### config.mk
export PLATFORM = sky130hd
export DESIGN_NAME = j_sinerom_arb
export DESIGN_NICKNAME = d
export VERILOG_FILES = /design/src/rtl/j_sinerom_arb.sv
export SDC_FILE = /design/constraint.sdc
export NUM_CORES = 1
export LEC_CHECK = 0
export CORE_MARGIN = 2
export CORE_UTILIZATION = 30
export DETAILED_ROUTE_END_ITERATION = 12
export SLEW_MARGIN = 10
export SYNTH_ARGS = -nofsm -noshare
export SYNTH_HDL_FRONTEND = slang
export SYNTH_SLANG_ARGS = --single-unit
### constraint.sdc
create_clock -name sys_clk -period 2.4 [get_ports sys_clk]
set_input_delay 0.24 -clock sys_clk [delete_from_list [all_inputs] [get_ports sys_clk]]
set_output_delay 0.24 -clock sys_clk [all_outputs]
set_load 0.1 [all_outputs]
### src/rtl/j_sinerom_arb.sv
// Shares the single read port of the 1024x16 sine ROM between the DSP read path (A)
// and a strided table-walk burst engine (B), returning data two cycles after issue.
module j_sinerom_arb #(
  parameter int unsigned STARVE = 4
) (
  input  logic        sys_clk,
  input  logic        reset,
  input  logic        a_req,
  input  logic [9:0]  a_addr,
  output logic        a_gnt,
  output logic        a_valid,
  output logic [31:0] a_data,
  input  logic        b_start,
  input  logic [9:0]  b_base,
  input  logic [9:0]  b_count,
  input  logic [9:0]  b_stride,
  input  logic        b_ready,
  output logic        b_busy,
  output logic        b_valid,
  output logic [15:0] b_data,
  output logic        b_done,
  output logic [9:0]  roma,
  output logic        romen,
  input  logic [15:0] rom_q
);

  localparam logic [3:0] STARVE_MAX = 4'(STARVE);

  logic        a_elig_s;
  logic        b_elig_s;
  logic        a_win_s;
  logic        b_win_s;
  logic        b_last_s;
  logic [3:0]  starve_cnt_r;
  logic        b_busy_r;
  logic [9:0]  b_addr_r;
  logic [9:0]  b_stride_r;
  logic [10:0] b_rem_r;
  logic        tag_vld_r;
  logic        tag_b_r;
  logic        tag_last_r;

  // Arbitration and ROM issue; A is masked during reset so nothing issues while held.
  always_comb begin
    a_elig_s = a_req & ~reset;
    b_elig_s = b_busy_r & b_ready;
    a_win_s  = 1'b0;
    b_win_s  = 1'b0;
    if (b_elig_s && (!a_elig_s || (starve_cnt_r == STARVE_MAX))) begin
      b_win_s = 1'b1;
    end else if (a_elig_s) begin
      a_win_s = 1'b1;
    end else begin
      a_win_s = 1'b0;
      b_win_s = 1'b0;
    end
    b_last_s = b_win_s && (b_rem_r == 11'd1);
    romen    = a_win_s | b_win_s;
    a_gnt    = a_win_s;
    if (b_win_s) begin
      roma = b_addr_r;
    end else if (a_win_s) begin
      roma = a_addr;
    end else begin
      roma = 10'd0;
    end
  end

  // Starvation counter: counts A wins that B lost while eligible.
  always_ff @(posedge sys_clk or posedge reset) begin
    if (reset) begin
      starve_cnt_r <= 4'd0;
    end else if (!b_elig_s || b_win_s) begin
      starve_cnt_r <= 4'd0;
    end else if (a_win_s && (starve_cnt_r != STARVE_MAX)) begin
      starve_cnt_r <= starve_cnt_r + 4'd1;
    end else begin
      starve_cnt_r <= starve_cnt_r;
    end
  end

  // Burst walker; a start pulse while busy (including the final issue cycle) is ignored.
  always_ff @(posedge sys_clk or posedge reset) begin
    if (reset) begin
      b_busy_r   <= 1'b0;
      b_addr_r   <= 10'd0;
      b_stride_r <= 10'd0;
      b_rem_r    <= 11'd0;
    end else if (!b_busy_r) begin
      if (b_start) begin
        b_busy_r   <= 1'b1;
        b_addr_r   <= b_base;
        b_stride_r <= b_stride;
        b_rem_r    <= (b_count == 10'd0) ? 11'd1024 : {1'b0, b_count};
      end else begin
        b_busy_r <= 1'b0;
      end
    end else if (b_win_s) begin
      b_addr_r <= b_addr_r + b_stride_r;
      b_rem_r  <= b_rem_r - 11'd1;
      b_busy_r <= (b_rem_r != 11'd1);
    end else begin
      b_busy_r <= 1'b1;
    end
  end

  // Tag pipe and return registers; rom_q is valid while stage 1 holds the issue.
  always_ff @(posedge sys_clk or posedge reset) begin
    if (reset) begin
      tag_vld_r  <= 1'b0;
      tag_b_r    <= 1'b0;
      tag_last_r <= 1'b0;
      a_valid    <= 1'b0;
      a_data     <= 32'd0;
      b_valid    <= 1'b0;
      b_data     <= 16'd0;
      b_done     <= 1'b0;
    end else begin
      tag_vld_r  <= romen;
      tag_b_r    <= b_win_s;
      tag_last_r <= b_last_s;
      a_valid    <= tag_vld_r & ~tag_b_r;
      b_valid    <= tag_vld_r & tag_b_r;
      b_done     <= tag_vld_r & tag_b_r & tag_last_r;
      if (tag_vld_r && !tag_b_r) begin
        a_data <= {{16{rom_q[15]}}, rom_q};
      end else begin
        a_data <= a_data;
      end
      if (tag_vld_r && tag_b_r) begin
        b_data <= rom_q;
      end else begin
        b_data <= b_data;
      end
    end
  end

  assign b_busy = b_busy_r;

endmodule

# ---- After elaboration in Yosys (flattened, before gate mapping)
# Index checks and enable logic that the tools add are counted.
dict set report totals {
  regBits 74
  latchBits 0
  mem_bits_rw 0
  romBits 0
  inputBits 61
  wordCells 62
  memories 0
}
dict set report classes {
  addsub 3
  mul 0
  div 0
  order_cmp 0
  eq_ne 5
  n_shift 0
  mux 17
  bitwise 9
  reduce_logical 15
}
# cell n
set op_table {}
lappend op_table {{$mux 10} 5}
lappend op_table {{$mux 11} 4}
lappend op_table {{$eq 11x1->1 const B} 1}
lappend op_table {{$ne 11x1->1 const B} 1}
lappend op_table {{$sub 11x1->11 const B} 1}
lappend op_table {{$add 10x10->10} 1}
lappend op_table {{$logic_not 10->1} 1}
lappend op_table {{$mux 4} 2}
lappend op_table {{$mux 1} 6}
lappend op_table {{$and 1x1->1} 5}
lappend op_table {{$logic_and 1x1->1} 5}
lappend op_table {{$add 4x1->4 const B} 1}
lappend op_table {{$eq 4x3->1 const B} 1}
lappend op_table {{$ne 4x3->1 const B} 1}
lappend op_table {{$reduce_and 2->1} 2}
lappend op_table {{$reduce_bool 2->1} 2}
lappend op_table {{$logic_not 1->1} 3}
lappend op_table {{$not 1->1} 3}
lappend op_table {{$logic_or 1x1->1} 2}
lappend op_table {{$ne 2x2->1 const B} 1}
lappend op_table {{$or 1x1->1} 1}

# ---- Longest topological paths before layout
# Gate-level depths: netlist of run 1.
dict set report depth {
  ltp_word 9
  mapped_depth 9
}

# ---- Worst setup path before layout of run 1
# No wires, ideal clock.
dict set report synth_path {
  path_type {register to output}
  from {register b_busy_r, in the netlist b_busy}
  to {output roma[0]}
  arrival_ns 3.331
  required_time_ns 2.160
  path_slack_ns -1.171
  stages_incl_launch_ff 5
  path_buffers 1
  path_cell_list {dfrtp_1 -> nand2_1 -> a21oi_2 -> buf_2 -> o21ai_0}
}
dict set report synth_between {
  elab_chain_cells 5
  word_cells_on_any_way 6
}
# item line
set synth_lines {}
lappend synth_lines {{start: declaration} 35} ;# logic b_busy_r;
lappend synth_lines {{start signal: assignment} 101} ;# b_busy_r <= (b_rem_r != 11'd1);
lappend synth_lines {{$and 1x1->1 *} 46} ;# b_elig_s = b_busy_r & b_ready;
lappend synth_lines {{$logic_and 1x1->1 *} 49} ;# if (b_elig_s && (!a_elig_s || (starve_cnt_r == STARVE_MAX))) begin
lappend synth_lines {{$mux 1} 49}
lappend synth_lines {{$mux 10} 62} ;# end else if (a_win_s) begin
lappend synth_lines {{$mux 10 *} 60} ;# if (b_win_s) begin
lappend synth_lines {{end: declaration} 22} ;# output logic [9:0] roma,
# Every way passes the cells marked *; elsewhere a longest branch is shown, timed or not.

# ---- Worst setup path after layout of run 1
dict set report layout_path {
  from {register starve_cnt_r[0]}
  to {output roma[9]}
}
dict set report layout_between {
  elab_chain_cells 6
  word_cells_on_any_way 7
}
# item line
set layout_lines {}
lappend layout_lines {{start: declaration} 34} ;# logic [3:0] starve_cnt_r;
lappend layout_lines {{start signal: assignment} 76} ;# starve_cnt_r <= starve_cnt_r + 4'd1;
lappend layout_lines {{start signal: assignment} 78} ;# starve_cnt_r <= starve_cnt_r;
lappend layout_lines {{$eq 4x3->1 *} 49}
lappend layout_lines {{$logic_or 1x1->1 *} 49}
lappend layout_lines {{$logic_and 1x1->1 *} 49}
lappend layout_lines {{$mux 1} 49}
lappend layout_lines {{$mux 10} 62}
lappend layout_lines {{$mux 10 *} 60}
# Marks and branches as above.

==> results of run 1 <==
==> final timing paths <==
check	end	slack, ps
setup / recovery	roma[9]	250
hold / removal	b_rem_r[6]	490
setup reg to reg	b_addr_r[6]	280
hold reg to reg	b_rem_r[6]	490
max in group asynchronous	b_addr_r[8]	1160
min in group asynchronous	a_valid	630
==> cell type report <==
cell class              count  area [µm²]  share of cell area, %
flip-flops and latches     74        1850                   33.3
well taps                 172         215                   3.87
inverters                  11        45.0                  0.809
multi-input cells         252        1810                   32.6
clock buffers              10         239                   4.29
repair buffers            137        1350                   24.3
clock inverters             6        48.8                  0.876
==> synth_stat cells (2+ instances only) <==
cell type  number  area (µm²)
nand2b_1        2        12.5
clkbuf_1        5        18.8
buf_2          10        50.1
nand3_1         9        45.0
a31oi_1         4        25.0
nor4_1          3        18.8
a21o_1          6        45.0
nand3b_1        3        22.5
a22oi_1         2        15.0
nand4_1         4        25.0
dfrtp_1        74        1850
nand2_1        36         135
mux2_2         41         462
buf_4          18         135
or3_1           4        25.0
ha_1           13         163
mux2i_1         7        70.1
o22a_1          2        17.5
o22ai_1         2        12.5
xnor2_1         4        35.0
nor2_1         23        86.3
xor2_1          2        17.5
o21ai_1        17        85.1
and3_1          6        37.5
nor2b_1         5        31.3
o21bai_1        2        15.0
o21ai_0         9        45.0
a21oi_1        25         125
inv_1          11        41.3
nor3_1          4        20.0
==> worst register-to-register path, cell delays in order, from the launching register on <==
cell,delay [ps]
dfrtp_1,410
ha_1,240
fa_1,420
a21oi_1,220
o21ai_1,130
a21oi_1,220
mux2i_1,100
a211o_1,260
==> per-stage QoR <==
stage / instance area [µm²] / worst slack, ps
6_report: 5570 / 248
2_1_floorplan: 3920 / -181
3_3_place_gp: 5270 / 304
4_1_cts: 5550 / 88.8
3_5_place_dp: 5270 / 282
5_1_grt: 5570 / 105
==> layout by cell type (no fill, tap or decap), types with 10 or more instances in the layout <==
cell type / instances
a21oi_1: 25
buf_12: 14
buf_4: 63
clkdlybuf4s50_1: 60
dfrtp_1: 74
ha_1: 13
inv_1: 10
mux2_2: 41
nand2_1: 36
nor2_1: 22
o21ai_2: 10
==> logic make-up after synthesis <==
group           after synthesis
xor+xnor                      6
mux                          48
compound gates               77
buf+inv                      46
fa+ha+maj                    14
simple gates                107
flops                        74
==> what timing repair did <==
item                                    4_1_cts  5_1_grt
endpoints found under the setup margin        0       10
buffers inserted                              0        2
hold buffers                                  0        0
==> flip-flops by register name, summed over array words and instances (netlist names) <==
| register | flops |
|---|---|
| tag_last_r | 1 |
| b_done | 1 |
| b_valid | 1 |
| tag_vld_r | 1 |
| starve_cnt_r | 4 |
| a_valid | 1 |
| b_stride_r | 10 |
| b_addr_r | 10 |
| b_rem_r | 11 |
| tag_b_r | 1 |
| b_busy | 1 |
| b_data | 16 |
| a_data | 16 |
==> routing by layer <==
metal / track usage (%) / vias to the layer above / wire [µm]
met4: 4.14 / 0 / 124
met5: 0 / - / 0
met3: 4.80 / 12 / 742
met1: 18.2 / 1513 / 4310
li1: - / 1521 / -
met2: 23.4 / 125 / 4490
==> run metrics, run 1 <==
DR vias/cell=between 4 and 5; worst min path class=reg -> reg; row count=41; status=completed; CP Cell Sequence=inv_1 > ha_1 > nand3b_1 > a21oi_4 > buf_12 > nand2_1 > o21ai_2 > buf_12; Final ANT Viol Nets=0; ys flop type=dfrtp_1; Syn Nets=~450; synthesized instance count=~370; Cell Area, Synth=roughly 3900 µm²; Root Driver=clkbuf_16; CP max stage cell=dfrtp_1; critical path's top delay family=buffers and inverters; adder-cell share of the synthesized area=4.71%; Placed Instances=between 600 and 700; I/O Pins=~130; cell depth of the worst setup path=8; hpwl dp=7.08 mm; maxcap violations=0; distinct cell type count after synthesis=between 40 and 50; final-report hold violation count=0; largest net degree at the start of global routing=75; Required @ worst endpoint=2160 ps; Synth Area in Compound Gates=around an eighth; total number of vias=~3200; Crit Path Category=reg -> out; TNS Setup=0 ps; Final Net Count=560; largest family of logic cells by synthesized area=simple AND/OR/NAND/NOR gates; Synth Area in Simple Gates=13.8%; CP Launch Point=starve_cnt_r[0]; # setup viols final=0; vias in the first global route=~3300; Slew Limit Fails=0; Final Util=44.1%; Buf/Inv on CP=3; DRT Pass-1 Iters=4; TritonCTS Buffers=9; GPL Wtd Cong=roughly 0.83; Clk Latency, worst-skew pair=330 ps; DRC Markers=0; crit end category=output pin; chip width=approximately 120 µm; starting DRC count in detailed routing=132; Die Y=~120 µm; IO Port Bufs=124; fillers=1198; hold depth=2; Fmax=between 400 and 500 MHz; Post-synth ARST share=100%; diode count=0; Hold WS=491 ps; Crit path top cell by count=buf_12; worst-margin pin slew=954 ps; die area=approximately 14000 µm²; R2R depth=7; clock slew at reported path FFs=approximately 60 ps; CTS tree=built; Hold Path Origin=b_rem_r[6]; GRT Resource Usage Total=14.4%; initial antenna violation count=0; post-detailed-route wirelength per cell=between 10 and 15 µm; CP Data Arrival Time=1910 ps; crit path launch type=flop; post-layout min period=approximately 2200 ps; Routed WL=a little under 10 mm; Finished Layout Cells=662; Layout area overhead=43.6%; Synth Warn #=0; sequential fraction of the synthesis area=a little under half; Remaining Overflow, GRT=0; Post-Synth XOR/XNOR Area=under 10%; CTS sink count=between 70 and 80; CTS resizes=0; CTS H-tree depth=3; Worst slew margin=between 30% and 40%; Avg Inst Size Synth=about 10 µm²; Tcrit/Tclk final=between 80% and 90%; unrepaired setup endpoints after global routing=false; mux contribution to synthesized area=between 10% and 20%; synthesized flop and latch total=74; CP max stage delay=~410 ps; EDFF count, synth=0; Clock Skew=approximately 5.8 ps; Initial Util=a little under a third; critical path fanouts, max=26; layout cells sized above 1=a little under a third; Core Area=about 13000 µm²; first-pass GRT wire length=about 16 mm; deepest clock path buffer count=2; FF-to-FF Start=b_addr_r[0]
Power of run 1 is not shown: default switching activity piles up to over one toggle a cycle in this logic, so the estimate is an artifact.
==> inputs of run 2 (changes only) <==
- CORE_MARGIN: 2 -> 5
- CTS_BUF_LIST: not set -> sky130_fd_sc_hd__clkbuf_8
- clock period: 2.4 -> 2 ns (I/O delays scaled with it)
==> run metrics, run 2 (synthesis results as in run 1) <==
IO Port Bufs=124 (unchanged); crit path launch type=flop (unchanged); post-layout min period=between 2000 and 2500 ps; diode count=0 (unchanged); total number of vias=3292 (was 3171); worst flop-to-flop path endpoint=b_addr_r[6] (unchanged); # setup viols final=11 (was 0); Register Area=1860 µm² (was 1850 µm²); footprint of the multi-input gates=1950 µm² (was 1810 µm²); Initial Util=30.7% (unchanged); Clock Skew=10.1 ps (was 5.75 ps); CTS tree=built (unchanged); vias in the first global route=3413 (was 3265); CP Cell Sequence=inv_1 > ha_1 > nand3b_1 > a21oi_4 > buf_12 > buf_12 > buf_4 > o21ai_4 > buf_12 (was inv_1 > ha_1 > nand3b_1 > a21oi_4 > buf_12 > nand2_1 > o21ai_2 > buf_12); Placement Setup Slack=-34.7 ps (was 282 ps); chip width=124 µm (was 118 µm); TritonCTS Buffers=9 (unchanged); first-pass GRT wire length=16.8 mm (was 16.3 mm); Die Y=124 µm (was 118 µm); reg-to-reg setup timing slack=70 ps (was 280 ps); initial antenna violation count=0 (unchanged); Hold WS=406 ps (was 491 ps); DRT Pass-1 Iters=4 (unchanged); deepest clock path buffer count=2 (unchanged); GRT Resource Usage Total=14.1% (was 14.4%); Clk Latency, worst-skew pair=350 ps (was 330 ps); Final Worst Setup Slack=-157 ps (was 248 ps); leading cell type in the layout, fill and taps excluded=dfrtp_1 (unchanged); post-detailed-route wirelength per cell=15.2 µm (was 14.6 µm); Crit path top cell by count=buf_12 (unchanged); CTS H-tree depth=3 (unchanged); R2R depth=7 (unchanged); hpwl dp=7.90 mm (was 7.08 mm); maxcap violations=0 (unchanged); die area=15300 µm² (was 13800 µm²); CP max stage cell=dfrtp_1 (unchanged); Tcrit/Tclk final=108%; largest net degree at the start of global routing=39 (was 75); crit end category=output pin (unchanged); CP max stage delay=380 ps (was 410 ps); fillers=1171 (was 1198); critical path fanouts, max=12 (was 26); worst min path class=in -> async (was reg -> reg); row count=41 (unchanged); Layout area overhead=57.4% (was 43.6%); FF-to-FF Start=b_addr_r[0] (unchanged); CP Launch Point=starve_cnt_r[0] (unchanged); Finished Layout Cells=690 (was 662); CP Data Arrival Time=1960 ps (was 1910 ps); Buf/Inv on CP=5 (was 3); status=finished, violations left (was completed); Root Driver=clkbuf_8 (was clkbuf_16); Worst slew margin=67.0% (was 36.4%); DR vias/cell=4.77 (was 4.79); CTS sink count=74 (unchanged); Slew Limit Fails=0 (unchanged); top flop regs=a_data x16, b_data x16, b_rem_r x11 (unchanged); unrepaired setup endpoints after global routing=true (was false); Placed Instances=657 (was 644); Fmax=464 MHz; most frequent cells in the layout=73 x dfrtp_1, 66 x buf_4, 60 x clkdlybuf4s50_1 (was 74 x dfrtp_1, 63 x buf_4, 60 x clkdlybuf4s50_1); Required @ worst endpoint=1800 ps (was 2160 ps); Crit Path Category=reg -> out (unchanged); Final Net Count=588 (was 560); layout cells sized above 1=38.0% (was 31.2%); GPL Wtd Cong=0.824 (was 0.827); Routed WL=10.5 mm (was 9.66 mm); I/O Pins=125 (unchanged); Final ANT Viol Nets=0 (unchanged); Core Area=12600 µm² (unchanged); final-report hold violation count=0 (unchanged); Remaining Overflow, GRT=0 (unchanged); failing checks=negative setup slack; critical path's top delay family=buffers and inverters (unchanged); worst-margin pin slew=496 ps (was 954 ps); clock slew at reported path FFs=80 ps (was 60 ps); DRC Markers=0 (unchanged); starting DRC count in detailed routing=155 (was 132)
-- run 2: cell types whose count changed in the layout (fill, tap and decap cells not counted), sizes merged --
cell | before | now
buf | 77 | 105
clkbuf | 10 | 12
clkinv | 1 | 2
clkinvlp | 4 | 1
-- run 2: layer usage --
layer  wire length [µm]  GRT usage, %  up-vias
li1                   -             -     1579
met1               4520          17.5     1580
met2               4970          22.9      118
met3                846          4.36       15
met4                157          5.26        0
met5                  0             0        -
-- run 2: worst max path at each step --
stage | depth (start not counted) | slack, ps | endpoint
2_1_floorplan | 3 | 7 | tag_vld_r
3_3_place_gp | 7 | -10 | roma[4]
3_5_place_dp | 7 | -30 | roma[3]
4_1_cts | 9 | -190 | roma[2]
5_1_grt | 9 | -280 | roma[1]
6_report | 9 | -160 | roma[3]
-- run 2: timing repair --
action / 4_1_cts / 5_1_grt
pin swaps: 8 / 2
setup endpoints to repair: 13 / 15
hold buffers: 0 / 0
resized for setup: 19 / 4
cloned: 1 / 0
buffers inserted: 16 / 0
-- run 2: layout make-up --
class                   instances  area share, %
inverters                      11          0.738
flip-flops and latches         74           30.4
clock inverters                 4          0.287
well taps                     172           3.53
multi-input cells             252           32.0
clock buffers                  12           2.71
repair buffers                165           30.3
-- run 2: metrics by stage --
step | cell area [µm²] | utilization [%] | setup TNS (ps)
after floorplan | 4030 | - | 0
after global placement | 5690 | 45.1 | -67.8
after detailed placement | 5690 | 45.1 | -213
after CTS | 6080 | 48.2 | -1880
after global routing | 6100 | 48.3 | -2870
final | 6100 | 48.3 | -1500
-- run 2: worst reg2reg max path: stages (launching register included) --
cell and delay [ps]:
dfrtp_1 400, ha_1 240, fa_2 370, a21oi_2 190
o21ai_2 120, a21oi_2 150, mux2i_1 80, a211o_1 260
Power of run 2 is left out for the same reason.
==> inputs of run 3 (changes only) <==
- GPL_TIMING_DRIVEN: not set -> 0
==> run metrics, run 3 (synthesis results as in run 1) <==
status=finished, violations left (unchanged); failing checks=negative setup slack (unchanged); Die Y=124 µm (unchanged); Routed WL=11.5 mm (was 10.5 mm); TritonCTS Buffers=9 (unchanged); DRC Markers=0 (unchanged); Initial Util=30.7% (unchanged); Finished Layout Cells=700 (was 690); first-pass GRT wire length=18.2 mm (was 16.8 mm); final-report hold violation count=0 (unchanged); most frequent cells in the layout=71 x dfrtp_1, 60 x clkdlybuf4s50_1, 41 x mux2_2 (was 73 x dfrtp_1, 66 x buf_4, 60 x clkdlybuf4s50_1); Tcrit/Tclk final=110% (was 108%); critical path's top delay family=buffers and inverters (unchanged); GRT Resource Usage Total=15.4% (was 14.1%); Layout area overhead=58.6% (was 57.4%); Slew Limit Fails=0 (unchanged); FF-to-FF Start=b_addr_r[1] (was b_addr_r[0]); chip width=124 µm (unchanged); clock slew at reported path FFs=90 ps (was 80 ps); Root Driver=clkbuf_8 (unchanged); worst min path class=in -> async (unchanged); Hold WS=387 ps (was 406 ps); row count=41 (unchanged); largest net degree at the start of global routing=31 (was 39); Final Net Count=598 (was 588); GPL Wtd Cong=0.807 (was 0.824); initial antenna violation count=0 (unchanged); unrepaired setup endpoints after global routing=true (unchanged); IO Port Bufs=124 (unchanged); top flop regs=a_data x16, b_data x16, b_rem_r x11 (unchanged); total number of vias=3353 (was 3292); CTS sink count=74 (unchanged); Top Metal Used=met4 (unchanged); pwr dens=approximately 1800 nW/µm²; crit path launch type=flop (unchanged); Crit Path Category=reg -> out (unchanged); diode count=0 (unchanged); layout cells sized above 1=33.1% (was 38.0%); routed wire length on met3=794 µm (was 846 µm); DP Area=5520 µm² (was 5690 µm²); final instance area=6150 µm² (was 6100 µm²); Fmax=456 MHz (was 464 MHz); DRT Pass-1 Iters=4 (unchanged); CP max stage delay=390 ps (was 380 ps); worst flop-to-flop path endpoint=b_addr_r[9] (was b_addr_r[6]); Pleak=around 2.7 nW; leading cell type in the layout, fill and taps excluded=dfrtp_1 (unchanged); worst-margin pin slew=1000 ps (was 496 ps); Required @ worst endpoint=1800 ps (about the same); vias in the first global route=3590 (was 3413); deepest clock path buffer count=2 (unchanged); # setup viols final=11 (unchanged); CP Data Arrival Time=1990 ps (was 1960 ps); die area=15300 µm² (unchanged); Worst slew margin=33.5% (was 67.0%); Placed Instances=670 (was 657); met1 wire length=5.01 mm (was 4.52 mm); Core Area=12600 µm² (unchanged); total power=11.1 mW; reg-to-reg setup timing slack=70 ps (about the same); CP max stage cell=dfrtp_1 (unchanged); hpwl dp=8.46 mm (was 7.90 mm); Clock Skew=8.23 ps (was 10.1 ps); CTS tree=built (unchanged); CTS H-tree depth=3 (unchanged); met2 routed WL=5.48 mm (was 4.97 mm); Buf/Inv on CP=4 (was 5); critical path fanouts, max=4 (was 12); Final Worst Setup Slack=-194 ps (was -157 ps); I/O Pins=125 (unchanged); Remaining Overflow, GRT=0 (unchanged); CP Cell Sequence=inv_1 > ha_1 > nand3b_1 > a21oi_4 > buf_8 > clkbuf_16 > nand2_2 > o21ai_4 > buf_12 (was inv_1 > ha_1 > nand3b_1 > a21oi_4 > buf_12 > buf_12 > buf_4 > o21ai_4 > buf_12); DR vias/cell=4.79 (was 4.77); Final ANT Viol Nets=0 (unchanged); crit end category=output pin (unchanged); R2R depth=6 (was 7); maxcap violations=0 (unchanged); starting DRC count in detailed routing=190 (was 155); post-layout min period=2190 ps (was 2160 ps); Clk Latency, worst-skew pair=350 ps (about the same); post-detailed-route wirelength per cell=16.4 µm (was 15.2 µm); maximum vdd ir drop=0.600 mV
==> run 3: power by group <==
| group | internal (mW) | total (mW) | switching [mW] |
|---|---|---|---|
| combinational | 2.25 | 7.21 | 4.96 |
| clock | 0.829 | 1.41 | 0.586 |
| sequential | 2.08 | 2.51 | 0.436 |
| total | 5.15 | 11.1 | 5.99 |
==> run 3: layout make-up <==
type	instances	area, µm²
repair inverters	1	5.00
repair buffers	139	1530
fillers	1181	6470
clock inverters	7	118
multi-input cells	252	1980
plain buffers	35	275
inverters	11	45.0
well taps	172	215
flip-flops and latches	74	1860
clock buffers	9	124
==> run 3: routing by layer <==
layer,up-vias,global-route usage (%)
li1,1603,-
met3,14,3.27
met4,0,4.71
met5,-,0
met1,1612,18.9
met2,124,26.8
==> run 3: how the worst max path moves through the flow <==
stage	start	endpoint	slack, ps	depth (start not counted)
finish	starve_cnt_r[0]	roma[4]	-190	9
global route	starve_cnt_r[1]	roma[4]	-290	9
CTS	starve_cnt_r[0]	roma[6]	-210	9
detailed placement	a_req	roma[6]	-1390	8
global placement	reset	romen	-1910	5
floorplan	reset	tag_vld_r	7	3
==> run 3: repair_timing <==
item / in CTS / in global routing
hold buffers: 0 / 0
setup endpoints to repair: 66 / 21
resized for setup: 214 / 17
cloned: 1 / 1
pin swaps: 2 / 3
buffers inserted: 10 / 3
==> run 3: per-stage QoR <==
step / util, % / setup TNS [ps] / setup slack, ps
finish: 48.7 / -1940 / -194
detailed placement: 43.8 / -19060 / -1390
CTS: 48.1 / -1980 / -209
floorplan: - / 0 / 6.78
global route: 48.7 / -3040 / -293
global placement: 43.4 / -24350 / -1910
==> run 3: worst register-to-register path: cells and delay by family (launching register included) <==
family	cells	cell delay, ps
adders and majority gates	1	300
DFF	1	460
and+or+nand+nor	2	350
AOI/OAI and AO/OA	3	760
(Power assumes the default switching activity.)
